===== src/rtl/pc_redirect_ctrl_if.sv =====
// pc_redirect_ctrl_if: PC redirect request/response bundle between the core and the redirect controller.
interface pc_redirect_ctrl_if #(
    parameter int XLEN  = 32,
    parameter int CNT_W = 16
);
    logic             ex_valid;
    logic             ex_pcsel;
    logic [XLEN-1:0]  ex_target;
    logic             trap_req;
    logic [XLEN-1:0]  trap_vector;
    logic             stall_req;
    logic             imem_ready;
    logic             pc_we;
    logic [1:0]       pc_next_sel;
    logic [XLEN-1:0]  pc_redirect;
    logic             flush_if_id;
    logic             flush_id_ex;
    logic             redirect_pending;
    logic [CNT_W-1:0] redirect_count;

    modport master (
        output ex_valid, ex_pcsel, ex_target, trap_req, trap_vector, stall_req, imem_ready,
        input  pc_we, pc_next_sel, pc_redirect, flush_if_id, flush_id_ex, redirect_pending, redirect_count
    );

    modport slave (
        input  ex_valid, ex_pcsel, ex_target, trap_req, trap_vector, stall_req, imem_ready,
        output pc_we, pc_next_sel, pc_redirect, flush_if_id, flush_id_ex, redirect_pending, redirect_count
    );
endinterface


===== src/rtl/pc_redirect_ctrl.sv =====
// pc_redirect_ctrl: sequences PC redirects and pipeline squashes, holding across imem back-pressure.
module pc_redirect_ctrl #(
    parameter int XLEN         = 32,
    parameter int DRAIN_CYCLES = 1,
    parameter int CNT_W        = 16
) (
    input logic              clock,
    input logic              reset,
    pc_redirect_ctrl_if.slave bus
);
    typedef enum logic [1:0] {RUN, HOLD, DRAIN} state_t;
    localparam logic [2:0] DRAIN_INIT = 3'(DRAIN_CYCLES);
    localparam state_t AFTER = (DRAIN_CYCLES == 0) ? RUN : DRAIN;

    state_t           state, state_n;
    logic [XLEN-1:0]  held_tgt, held_tgt_n, ev_tgt, red;
    logic [1:0]       held_sel, held_sel_n, ev_sel, sel;
    logic [2:0]       drain_cnt, drain_cnt_n;
    logic [CNT_W-1:0] cnt;
    logic             ev, we, fif, fie, pend;

    always_comb begin
        ev          = bus.trap_req | (state == RUN & bus.ex_valid & bus.ex_pcsel);
        ev_sel      = bus.trap_req ? 2'b10 : 2'b01;
        ev_tgt      = bus.trap_req ? bus.trap_vector : {bus.ex_target[XLEN-1:1], 1'b0};
        state_n     = state;
        held_tgt_n  = held_tgt;
        held_sel_n  = held_sel;
        drain_cnt_n = drain_cnt;
        we          = 1'b0;
        sel         = 2'b00;
        red         = '0;
        fif         = 1'b0;
        fie         = 1'b0;
        pend        = 1'b0;
        if (ev || state == HOLD) begin
            // a fresh event (including a trap arriving in HOLD) replaces the held redirect
            held_tgt_n  = ev ? ev_tgt : held_tgt;
            held_sel_n  = ev ? ev_sel : held_sel;
            sel         = held_sel_n;
            red         = held_tgt_n;
            fif         = 1'b1;
            fie         = 1'b1;
            we          = bus.imem_ready;
            pend        = state == HOLD & ~bus.imem_ready;
            state_n     = bus.imem_ready ? AFTER : HOLD;
            drain_cnt_n = DRAIN_INIT;
        end else if (state == DRAIN) begin
            fif = 1'b1;
            we  = bus.imem_ready & ~bus.stall_req;
            if (bus.imem_ready) begin
                drain_cnt_n = drain_cnt - 3'd1;
                state_n     = (drain_cnt <= 3'd1) ? RUN : DRAIN;
            end
        end else begin
            we      = bus.imem_ready & ~bus.stall_req;
            fie     = bus.stall_req;
            state_n = RUN;
        end
    end

    always_ff @(posedge clock) begin
        if (reset) begin
            state     <= RUN;
            held_tgt  <= '0;
            held_sel  <= 2'b00;
            drain_cnt <= 3'd0;
            cnt       <= '0;
        end else begin
            state     <= state_n;
            held_tgt  <= held_tgt_n;
            held_sel  <= held_sel_n;
            drain_cnt <= drain_cnt_n;
            if (we && sel != 2'b00) cnt <= cnt + 1'b1;
        end
    end

    assign bus.pc_we            = ~reset & we;
    assign bus.pc_next_sel      = reset ? 2'b00 : sel;
    assign bus.pc_redirect      = reset ? '0 : red;
    assign bus.flush_if_id      = ~reset & fif;
    assign bus.flush_id_ex      = ~reset & fie;
    assign bus.redirect_pending = ~reset & pend;
    assign bus.redirect_count   = reset ? '0 : cnt;
endmodule


===== src/flat_wrapper.sv =====
// flat-port wrapper written by rule: the top's interface ports become plain ports
module pc_redirect_ctrl_flat 
#(
    parameter int XLEN         = 32,
    parameter int DRAIN_CYCLES = 1,
    parameter int CNT_W        = 16
)
  (clock, reset, bus_ex_valid, bus_ex_pcsel, bus_ex_target, bus_trap_req, bus_trap_vector, bus_stall_req, bus_imem_ready, bus_pc_we, bus_pc_next_sel, bus_pc_redirect, bus_flush_if_id, bus_flush_id_ex, bus_redirect_pending, bus_redirect_count);
  pc_redirect_ctrl_if #(.XLEN(XLEN), .CNT_W(CNT_W)) bus_i ();
  input logic clock;
  input logic reset;
  input wire logic [$bits(bus_i.ex_valid)-1:0] bus_ex_valid;
  input wire logic [$bits(bus_i.ex_pcsel)-1:0] bus_ex_pcsel;
  input wire logic [$bits(bus_i.ex_target)-1:0] bus_ex_target;
  input wire logic [$bits(bus_i.trap_req)-1:0] bus_trap_req;
  input wire logic [$bits(bus_i.trap_vector)-1:0] bus_trap_vector;
  input wire logic [$bits(bus_i.stall_req)-1:0] bus_stall_req;
  input wire logic [$bits(bus_i.imem_ready)-1:0] bus_imem_ready;
  output wire logic [$bits(bus_i.pc_we)-1:0] bus_pc_we;
  output wire logic [$bits(bus_i.pc_next_sel)-1:0] bus_pc_next_sel;
  output wire logic [$bits(bus_i.pc_redirect)-1:0] bus_pc_redirect;
  output wire logic [$bits(bus_i.flush_if_id)-1:0] bus_flush_if_id;
  output wire logic [$bits(bus_i.flush_id_ex)-1:0] bus_flush_id_ex;
  output wire logic [$bits(bus_i.redirect_pending)-1:0] bus_redirect_pending;
  output wire logic [$bits(bus_i.redirect_count)-1:0] bus_redirect_count;
  assign bus_i.ex_valid = bus_ex_valid;
  assign bus_i.ex_pcsel = bus_ex_pcsel;
  assign bus_i.ex_target = bus_ex_target;
  assign bus_i.trap_req = bus_trap_req;
  assign bus_i.trap_vector = bus_trap_vector;
  assign bus_i.stall_req = bus_stall_req;
  assign bus_i.imem_ready = bus_imem_ready;
  assign bus_pc_we = bus_i.pc_we;
  assign bus_pc_next_sel = bus_i.pc_next_sel;
  assign bus_pc_redirect = bus_i.pc_redirect;
  assign bus_flush_if_id = bus_i.flush_if_id;
  assign bus_flush_id_ex = bus_i.flush_id_ex;
  assign bus_redirect_pending = bus_i.redirect_pending;
  assign bus_redirect_count = bus_i.redirect_count;
  pc_redirect_ctrl #(.XLEN(XLEN), .DRAIN_CYCLES(DRAIN_CYCLES), .CNT_W(CNT_W)) u_core (.clock(clock), .reset(reset), .bus(bus_i));
endmodule

===== config.mk =====
export PLATFORM = sky130hd
export DESIGN_NAME = pc_redirect_ctrl_flat
export DESIGN_NICKNAME = d
export VERILOG_FILES = /design/src/rtl/pc_redirect_ctrl_if.sv /design/src/rtl/pc_redirect_ctrl.sv /design/src/flat_wrapper.sv
export SDC_FILE = /design/constraint.sdc
export NUM_CORES = 1
export LEC_CHECK = 0
export CAP_MARGIN = 20
export CORE_ASPECT_RATIO = 0.7
export CORE_MARGIN = 1.5
export CORE_UTILIZATION = 47
export DETAILED_ROUTE_END_ITERATION = 7
export GPL_TIMING_DRIVEN = 0
export PLACE_DENSITY_LB_ADDON = 0.05
export SYNTH_ARGS = -nofsm -noshare
export SYNTH_HDL_FRONTEND = slang
export SYNTH_SLANG_ARGS = --single-unit

===== constraint.sdc =====
create_clock -name clock -period 5.39 [get_ports clock]
set_clock_uncertainty 0.1 [all_clocks]
set_input_delay 1.078 -clock clock [delete_from_list [all_inputs] [get_ports clock]]
set_output_delay 1.078 -clock clock [all_outputs]
set_load 0.01 [all_outputs]

==> flow_summary_export.csv <==
group,metric,value,unit
worst_hold_path,hold_path.class,"flip-flop to flip-flop",
yosys,synth_area_leaders,"dfxtp_1, mux2i_1, mux2_2",
yosys,netlist.area_leader.share,0.357,
floorplanning,die_w,99.8,um
clock_network,ctsHoldBuffers,0,
clock_network,cts_buffers,5,
worst_hold_path,hold_path_end,"u_core.held_tgt[0]",
floorplanning,die_h,70.8,um
yosys,syn_inst,350,
timing,maxSlewHeadroom,0.455,
worst_setup_path,r2r_setup_slack,3.44,ns
clock_network,ctsResizeCount,0,
worst_setup_path,end_kind,"output port",
floorplanning,start_util,0.491,
floorplanning,design.core.area,6280,um^2
worst_hold_path,hold-path-cell-count,1,
timing,rsz0062_at_grt,"no",
timing,hold_ws,0.374,ns
yosys,ys.flop_type,"dfxtp_1",
timing,hold_viol,0,
clock_network,cts_root_buf,"clkbuf_8",
layout,stdcell_area,4510,um^2
global_route,grt_max_degree,16,
worst_setup_path,crit-reg2reg-launch,"u_core.state[0]",
layout,num_antenna_cells,0,
power_and_ir_drop,p_int,675,uW
job,max_cap_viol_count,0,
yosys,synth_edf_count,0,
worst_hold_path,hp-start,"u_core.held_tgt[0]",
power_and_ir_drop,ir_worst_vdd,0.000116,V
placed_design,place_inst,551,
timing,timing.fmax,0.207,GHz
yosys,yosysSeqAreaShare,0.357,
layout,fill_cells,493,
layout,area_growth_syn_to_layout,46.3,%
clock_network,clock_path_buffers,2,
floorplanning,rows,24,
route,drtIter0Drc,129,
global_route,grt_pass1_vias,2846,
power_and_ir_drop,pwr-share-clk,0.275,
worst_setup_path,crit_type,"input pin to output port",
layout,multiInputGateArea,1830,um^2
timing,worst_slack,0.553,ns
worst_setup_path,required,4.21,ns
yosys,syn_area,3080,um^2
global_route,grt_overflow_total,0,
yosys,synth.ff_latch_count,55,
timing,finalCritPeriodShare,0.897,
worst_setup_path,crit_path_start,"reset",
floorplanning,dieArea,7060,um^2
route,wire_per_inst,15.8,um
global_route,antenna_found_initial,0,
yosys,syn_avg_cell_area,8.81,um^2
placed_design,placed_area,4410,um^2
worst_setup_path,worst-r2r-cell-count,5,
route,drc,0,
placed_design,io_buffers,123,
yosys,synth_largest_area_cell,"dfxtp_1",
power_and_ir_drop,p_sw_frac,0.273,
placed_design,gp_congestion,0.824,
route,dr.pass1.iters,5,
clock_network,insertion_delay,0.31,ns
global_route,grt.total_usage,0.248,
timing,setup_viol,0,
timing,finalSetupTns,0,ns
layout,instances_no_fill,559,
worst_setup_path,worst-path-max-fanout,10,
floorplanning,boundaryPins,125,
clock_network,htreeDepth,2,
route,vias_per_cell,5.41,
route,vias,3024,
timing,tightest_slew,0.818,ns
layout,drive_above_1_share,0.0936,
route,finalWirelength,8.81,mm
yosys,synth_cell_types,46,
timing,period_minus_slack,4.84,ns
power_and_ir_drop,p_seq_frac,0.472,
run_status,status,"finished, final reports clean",
placed_design,dpl_worst_slack,0.563,ns
clock_network,cts.sinks,55,
yosys,synth.net_count,424,
clock_network,cts_tree,"done",
worst_setup_path,rr_endpoint,"u_core.cnt[3]",
power_and_ir_drop,powerDensity,206,nW/um^2
yosys,async_reset_ff_frac,0,
clock_network,clkSlewWorstSetupHoldPaths,0.10,ns
worst_setup_path,arrival,3.66,ns
yosys,synth_warnings,0,
power_and_ir_drop,p_leak,1.74,nW
power_and_ir_drop,p_switching,253,uW
layout,regArea,1100,um^2
global_route,grt_pass1_wl,13.8,mm
placed_design,place_hpwl,6.81,mm
layout,nets,554,
route,ant_nets,0,
worst_setup_path,cp-start-kind,"input pin",
clock_network,post-cts-setup-buffer-count,0,
power_and_ir_drop,comb_power_share,0.253,
timing,drv_slew,0,
power groups by stage:
stage,registers (mW),logic [mW],clock network (mW)
after floorplan,0.443,0.121,0
after global placement,0.446,0.228,0
after detailed placement,0.447,0.234,0
after CTS,0.438,0.235,0.260
after global routing,0.440,0.254,0.278
final,0.438,0.235,0.256
sequential cells by signal, indices dropped and copies added (netlist names):
name	cells
u_core.cnt	16
u_core.drain_cnt	3
u_core.held_sel	2
u_core.held_tgt	32
u_core.state	2
through the flow:
| stage | total power, mW | utilization |
|---|---|---|
| after global routing | 0.973 | 0.719 |
| final | 0.928 | 0.719 |
| after floorplan | 0.565 | - |
| after global placement | 0.674 | 0.703 |
| after detailed placement | 0.681 | 0.703 |
| after CTS | 0.933 | 0.719 |
worst max-delay path, cell delays in order:
cell             delay (ns)
clkdlybuf4s50_1        0.62
clkbuf_1               0.46
clkbuf_1               0.46
buf_1                  0.43
nor2_1                 0.12
clkdlybuf4s50_1        0.50
final cells by class:
type / instances / area share
multi-input cells: 266 / 0.405
well taps: 78 / 0.0216
inverters: 5 / 0.00416
flip-flops and latches: 55 / 0.244
repair buffers: 123 / 0.273
plain buffers: 24 / 0.0300
clock buffers: 8 / 0.0222
cell usage in the layout (no fill, tap or decap), types with 3 or more instances in the layout:
cell type,instances
mux2i_1,31
dfxtp_1,55
nand3_1,8
or4_1,3
nor2_1,51
nand2_1,22
a21oi_1,11
and2_1,16
and3_1,3
mux2_2,25
nor2b_1,16
clkdlybuf4s50_1,123
inv_1,5
buf_2,3
buf_6,5
nor3_1,7
nor4_1,4
ha_1,3
o21ai_0,18
a22o_1,15
clkbuf_8,7
clkbuf_1,14
cells in the mapped netlist (2+ instances only):
cell type / instances
nor2_1: 51
dfxtp_1: 55
nor2b_1: 16
nand2b_1: 2
nor4b_1: 2
clkbuf_1: 13
ha_1: 3
o21ai_0: 18
inv_1: 5
o31ai_1: 2
a22o_1: 15
nand3_1: 8
a21oi_1: 11
or3_1: 2
mux2i_1: 31
or4_1: 3
buf_2: 3
xnor2_1: 2
nand4_1: 2
mux2_1: 2
buf_1: 2
nor4_1: 4
and2_1: 16
nor3_1: 7
buf_6: 5
nand2_1: 22
mux2_2: 25
o21bai_1: 2
nor3b_1: 2
and3_1: 3
worst max path at each step:
stage	slack, ns	depth (start not counted)	end
floorplan	2.07	6	bus_pc_redirect[12]
global placement	0.56	6	bus_flush_id_ex
detailed placement	0.56	6	bus_flush_id_ex
CTS	0.56	6	bus_flush_id_ex
global route	0.40	6	bus_flush_id_ex
finish	0.55	6	bus_flush_id_ex
logic make-up (layout without fill, tap and decap cells):
logic type,Yosys count,in the layout,share of synthesized area
and+or+nand+nor,148,148,0.252
muxes,58,58,0.199
DFF,55,55,0.357
AOI/OAI and AO/OA,54,54,0.121
buffers and inverters,29,160,0.0499
adders and majority gates,4,4,0.0154
xor gates and xnor gates,2,2,0.00568
routing by layer:
metal | GRT usage | share of wire | vias to the layer above | routed length [um]
met2 | 0.398 | 0.46 | 109 | 4060
met3 | 0.0751 | 0.088 | 7 | 772
li1 | - | - | 1494 | -
met5 | 0 | 0 | - | 0
met1 | 0.329 | 0.44 | 1414 | 3910
met4 | 0.0563 | 0.0081 | 0 | 71
Power figures use the tool's default switching activity.
